==> src/rtl/fifo_pkg.sv <==
// Shared definitions for the short packet-datapath FIFO: word width,
// depth and the word type used by the interface, memory and top level.
package fifo_pkg;

    localparam int FIFO_WIDTH      = 36;
    localparam int FIFO_DEPTH_LOG2 = 4;

    typedef logic [FIFO_WIDTH-1:0] fifo_word_t;

endpackage

==> src/rtl/fifo_short_if.sv <==
// Ready/ready handshake bundle for fifo_short. The slave modport is the
// FIFO's view of the bundle. The master modport is the surrounding
// producer/consumer's view.
interface fifo_short_if
    import fifo_pkg::*;
#(
    parameter int WIDTH = FIFO_WIDTH
) ();

    logic [WIDTH-1:0] datain;
    logic             src_rdy_i;
    logic             dst_rdy_o;
    logic [WIDTH-1:0] dataout;
    logic             src_rdy_o;
    logic             dst_rdy_i;

    modport slave (
        input  datain,
        input  src_rdy_i,
        output dst_rdy_o,
        output dataout,
        output src_rdy_o,
        input  dst_rdy_i
    );

    modport master (
        output datain,
        output src_rdy_i,
        input  dst_rdy_o,
        input  dataout,
        input  src_rdy_o,
        output dst_rdy_i
    );

endinterface

==> src/rtl/fifo_short_mem.sv <==
// Storage array for fifo_short: one synchronous write port and one
// asynchronous read port. The array is deliberately never reset, so a
// flush only needs to touch the pointers in the parent.
module fifo_short_mem
    import fifo_pkg::*;
#(
    parameter int WIDTH      = FIFO_WIDTH,
    parameter int DEPTH_LOG2 = FIFO_DEPTH_LOG2
) (
    input  logic                  clock,
    input  logic                  i_wrEn,
    input  logic [DEPTH_LOG2-1:0] i_wrAddr,
    input  logic [WIDTH-1:0]      i_wrData,
    input  logic [DEPTH_LOG2-1:0] i_rdAddr,
    output logic [WIDTH-1:0]      o_rdData
);

    localparam int DEPTH = 1 << DEPTH_LOG2;

    logic [WIDTH-1:0] r_mem [DEPTH];

    // Store the incoming word at the write address on an accepted write
    always_ff @(posedge clock) begin
        if (i_wrEn) begin
            r_mem[i_wrAddr] <= i_wrData;
        end
    end

    assign o_rdData = r_mem[i_rdAddr];

endmodule

==> src/rtl/fifo_short.sv <==
// Sixteen-entry first-word-fall-through FIFO with ready/ready flow control.
// Both ready outputs come only from the occupancy register, so no
// combinational path runs from either input handshake to the outputs.
// Optional feature macro: FIFO_SHORT_STATUS_EN adds the space/occupied
// status outputs.
module fifo_short
    import fifo_pkg::*;
#(
    parameter int WIDTH      = FIFO_WIDTH,
    parameter int DEPTH_LOG2 = FIFO_DEPTH_LOG2
) (
    input  logic            clock,
    input  logic            reset,
    input  logic            clear,
    fifo_short_if.slave     bus
`ifdef FIFO_SHORT_STATUS_EN
    ,
    output logic [DEPTH_LOG2:0] space,
    output logic [DEPTH_LOG2:0] occupied
`endif
);

    localparam logic [DEPTH_LOG2:0] FULL_COUNT = (DEPTH_LOG2+1)'(1 << DEPTH_LOG2);

    logic [DEPTH_LOG2-1:0] r_wrPtr;
    logic [DEPTH_LOG2-1:0] r_rdPtr;
    logic [DEPTH_LOG2:0]   r_count;

    logic w_flush;
    logic w_write;
    logic w_read;

    // A flush wins over any handshake in the same cycle, so both
    // transfers are suppressed while reset or clear is high.
    assign w_flush = reset | clear;
    assign w_write = bus.src_rdy_i & bus.dst_rdy_o & ~w_flush;
    assign w_read  = bus.src_rdy_o & bus.dst_rdy_i & ~w_flush;

    assign bus.dst_rdy_o = (r_count != FULL_COUNT);
    assign bus.src_rdy_o = (r_count != '0);

`ifdef FIFO_SHORT_STATUS_EN
    assign space    = FULL_COUNT - r_count;
    assign occupied = r_count;
`endif

    fifo_short_mem #(
        .WIDTH      (WIDTH),
        .DEPTH_LOG2 (DEPTH_LOG2)
    ) u_mem (
        .clock    (clock),
        .i_wrEn   (w_write),
        .i_wrAddr (r_wrPtr),
        .i_wrData (bus.datain),
        .i_rdAddr (r_rdPtr),
        .o_rdData (bus.dataout)
    );

    // Advance the pointers and track occupancy. A simultaneous read and write leaves the count unchanged.
    always_ff @(posedge clock) begin
        if (w_flush) begin
            r_wrPtr <= '0;
            r_rdPtr <= '0;
            r_count <= '0;
        end else begin
            if (w_write) begin
                r_wrPtr <= r_wrPtr + (DEPTH_LOG2)'(1);
            end
            if (w_read) begin
                r_rdPtr <= r_rdPtr + (DEPTH_LOG2)'(1);
            end
            case ({w_write, w_read})
                2'b10:   r_count <= r_count + (DEPTH_LOG2+1)'(1);
                2'b01:   r_count <= r_count - (DEPTH_LOG2+1)'(1);
                default: r_count <= r_count;
            endcase
        end
    end

endmodule

==> src/flat_wrapper.sv <==
// flat-port wrapper written by rule: the top's interface ports become plain ports
module fifo_short_flat import fifo_pkg::*;
#(
    parameter int WIDTH      = FIFO_WIDTH,
    parameter int DEPTH_LOG2 = FIFO_DEPTH_LOG2
)
  (clock, reset, clear, bus_datain, bus_src_rdy_i, bus_dst_rdy_o, bus_dataout, bus_src_rdy_o, bus_dst_rdy_i);
  fifo_short_if #(.WIDTH(WIDTH)) bus_i ();
  input  logic clock;
  input  logic reset;
  input  logic clear;
  input wire logic [$bits(bus_i.datain)-1:0] bus_datain;
  input wire logic [$bits(bus_i.src_rdy_i)-1:0] bus_src_rdy_i;
  output wire logic [$bits(bus_i.dst_rdy_o)-1:0] bus_dst_rdy_o;
  output wire logic [$bits(bus_i.dataout)-1:0] bus_dataout;
  output wire logic [$bits(bus_i.src_rdy_o)-1:0] bus_src_rdy_o;
  input wire logic [$bits(bus_i.dst_rdy_i)-1:0] bus_dst_rdy_i;
  assign bus_i.datain = bus_datain;
  assign bus_i.src_rdy_i = bus_src_rdy_i;
  assign bus_dst_rdy_o = bus_i.dst_rdy_o;
  assign bus_dataout = bus_i.dataout;
  assign bus_src_rdy_o = bus_i.src_rdy_o;
  assign bus_i.dst_rdy_i = bus_dst_rdy_i;
  fifo_short #(.WIDTH(WIDTH), .DEPTH_LOG2(DEPTH_LOG2)) u_core (.clock(clock), .reset(reset), .clear(clear), .bus(bus_i));
endmodule
==> config.mk <==
export PLATFORM = sky130hd
export DESIGN_NAME = fifo_short_flat
export DESIGN_NICKNAME = d
export VERILOG_FILES = /design/src/rtl/fifo_pkg.sv /design/src/rtl/fifo_short_if.sv /design/src/rtl/fifo_short_mem.sv /design/src/rtl/fifo_short.sv /design/src/flat_wrapper.sv
export SDC_FILE = /design/constraint.sdc
export NUM_CORES = 1
export LEC_CHECK = 0
export CELL_PAD_IN_SITES_DETAIL_PLACEMENT = 0
export CELL_PAD_IN_SITES_GLOBAL_PLACEMENT = 2
export CORE_MARGIN = 2
export CORE_UTILIZATION = 45
export CTS_CLUSTER_DIAMETER = 50
export DETAILED_ROUTE_END_ITERATION = 6
export GPL_ROUTABILITY_DRIVEN = 0
export GPL_TIMING_DRIVEN = 0
export PLACE_DENSITY_LB_ADDON = 0.1
export SETUP_SLACK_MARGIN = 0.15
export SYNTH_ARGS = -nofsm -noshare
export SYNTH_HDL_FRONTEND = slang
export SYNTH_SLANG_ARGS = --single-unit
==> constraint.sdc <==
create_clock -name clock -period 5.35 [get_ports clock]
set_input_delay 0.535 -clock clock [delete_from_list [all_inputs] [get_ports clock]]
set_output_delay 0.535 -clock clock [all_outputs]
set_load 0.02 [all_outputs]
==> qor.yml <==
avgRoutedWirePerCell_um: 27.2
grt_pass1_vias: 10531
netlist.area_leader.share: 0.768
clockRootBuffer: "clkbuf_16"
htree_levels: 2
hold_path.class: "flip-flop to flip-flop"
worst_pin_slew_ns: 1.16
synth_cells: 917
rsz0062_at_grt: "false"
antenna_left: 0
drive_gt1_frac: 0.291
hpwl_um: 29900
ir_drop_mv: 0.232
syn2layout_area_growth_pct: 18.3
worst-setup-path-type: "flip-flop to output pin"
path_clk_slew_ns: 0.06
vias: 10073
power_mw: 9.28
p_per_area_nw_per_um2: 349
outcome: "finished clean"
ys_warn_count: 0
synth_area_um2: 22500
start_util: 0.458
maxCapViolations: 0
clock_latency_ns: 0.61
nets: 1141
remaining_drc_errors: 0
yosysSeqAreaShare: 0.783
fin_crit_sh: 0.866
p_leak_nw: 8.05
via_per_inst: 5.59
cts_tree: "yes"
max_freq_mhz: 216
wirelength_um: 49000
cp.arrival_ns: 4.10
min_period_ns: 4.63
end_kind: "output pin"
antenna_found_initial: 1
clock_sinks: 593
setup_viol: 0
cts_buffers: 60
first_pass_iters: 5
diodes: 0
die_w_um: 228
dieArea_um2: 51800
whs_ns: 0.498
finalSetupTns_ns: 0
dr.first_iter.drc_count: 866
synth_cell_types: 35
grt_max_degree: 24
slew_headroom: 0.224
grt.total_usage: 0.197
postCtsResizedCells: 0
cts_hold_buf: 0
die_h_um: 228
ys_ff_latch: 593
clockBufferDepth: 3
cts_setup_buffers: 0
fill_cells: 3755
clock_skew_ns: 0.0179
grt_pass1_wl_um: 71300
critical_path.startpoint_type: "flip-flop"
ios: 79
synthesis.nets: 966
synthTopCellsByArea: "edfxtp_1 77%, mux4_2 18%, dfxtp_1 1.5%"
fin_area_um2: 26600
worstPathMaxFanout: 10
required_ns: 4.82
hold_viol: 0
grt-ovfl-total: 0
avgSynthCellArea_um2: 24.6
core_um2: 49200
fp-row-count: 81
port_buffers: 78
drv_slew: 0
placed_area_um2: 24800
synth_top_area_cell: "edfxtp_1"
final timing paths:
kind | startpoint | endpoint | slack [ns] | depth (start not counted)
worst max-delay path | flip-flop | bus_dataout[15] | 0.72 | 6
worst min-delay path | u_core.r_rdPtr[1]$_SDFFE_PP0P_ | u_core.r_rdPtr[1]$_SDFFE_PP0P_ | 0.50 | 2
worst max register to register | u_core.r_count[1]$_SDFFE_PP0P_ | u_core.r_count[4]$_SDFFE_PP0P_ | 1.84 | 10
worst min register to register | u_core.r_rdPtr[1]$_SDFFE_PP0P_ | u_core.r_rdPtr[1]$_SDFFE_PP0P_ | 0.50 | 2
stage by stage:
stage | util | cells | worst slack, ns
floorplan | - | 917 | 0.800
finish | 0.542 | 1801 | 0.716
detailed placement | 0.504 | 1694 | 1.25
CTS | 0.542 | 1801 | 0.589
global route | 0.542 | 1801 | 0.537
global placement | 0.491 | 1659 | -3.52
state kept, by name, summed over array words and instances (netlist names), named ones only:
name,flops
u_core.r_wrPtr,4
u_core.u_mem.r_mem,576
u_core.r_count,5
u_core.r_rdPtr,4
Yosys cell counts (all sizes together):
| master | count |
|---|---|
| o311ai | 1 |
| a21boi | 1 |
| a211oi | 1 |
| or2 | 1 |
| o41ai | 1 |
| a21oi | 5 |
| a41oi | 1 |
| buf | 27 |
| xnor2 | 2 |
| mux4 | 180 |
| nand2 | 12 |
| clkbuf | 19 |
| mux2i | 1 |
| ha | 8 |
| nor4 | 1 |
| or4b | 1 |
| o31ai | 2 |
| o21ai | 4 |
| nand2b | 2 |
| inv | 5 |
| edfxtp | 576 |
| nor3 | 4 |
| nand4 | 2 |
| or3b | 1 |
| or3 | 1 |
| xor2 | 9 |
| and3b | 2 |
| nand3 | 1 |
| a31oi | 1 |
| nor2 | 27 |
| nor3b | 1 |
| dfxtp | 17 |
layout make-up:
cell class | instances | area, um^2 | area share
tap | 664 | 831 | 0.0312
buffer | 46 | 213 | 0.00799
sequential | 593 | 17600 | 0.662
clock inverter | 28 | 267 | 0.0100
timing repair buffer | 113 | 1320 | 0.0495
clock buffer | 79 | 1590 | 0.0599
inverter | 5 | 18.8 | 0.000705
multi-input combinational | 273 | 4760 | 0.179
cells in the final DEF, fill, tap and decap left out, drive strengths merged:
cell           synthesis  final
a211oi                 1      1
a21boi                 1      1
a21oi                  5      5
a31oi                  1      1
a41oi                  1      1
and3b                  2      2
buf                   27     62
bufinv                 0      5
clkbuf                19     98
clkdlybuf4s50          0     78
clkinv                 0     20
clkinvlp               0      3
dfxtp                 17     17
edfxtp               576    576
ha                     8      8
inv                    5      5
mux2i                  1      1
mux4                 180    180
nand2                 12     12
nand2b                 2      2
nand3                  1      1
nand4                  2      2
nor2                  27     27
nor3                   4      4
nor3b                  1      1
nor4                   1      1
o21ai                  4      4
o311ai                 1      1
o31ai                  2      2
o41ai                  1      1
or2                    1      1
or3                    1      1
or3b                   1      1
or4b                   1      1
xnor2                  2      2
xor2                   9      9
per-layer routing:
| layer | part of all wire | vias to the layer above | global-route usage |
|---|---|---|---|
| li1 | - | 4306 | - |
| met4 | 0.016 | 2 | 0.0495 |
| met2 | 0.49 | 227 | 0.318 |
| met1 | 0.45 | 5479 | 0.286 |
| met3 | 0.045 | 59 | 0.0300 |
| met5 | 0.00027 | - | 0 |
critical path, stage by stage (launching register included):
cell and delay [ns]:
dfxtp_1 0.31, buf_2 0.29, clkbuf_1 0.64, clkbuf_1 0.74
mux4_2 0.42, mux4_2 0.52, clkdlybuf4s50_1 0.57
logic make-up after synthesis:
logic type	count (synthesis)	synth area share
flip-flops	593	0.783
multiplexers	181	0.181
AND/OR/NAND/NOR	56	0.0117
buffers and inverters	51	0.0103
AO/OA/AOI/OAI	17	0.00545
XOR/XNOR	11	0.00428
adder cells (fa/ha/maj)	8	0.00445
power by group:
part	internal, mW	switching, mW	leakage, nW
clock	2.32	1.68	0.897
combinational	0.0720	0.106	1.84
sequential	5.10	0.00338	5.32
Note: power is estimated with default switching activity, not from simulation.
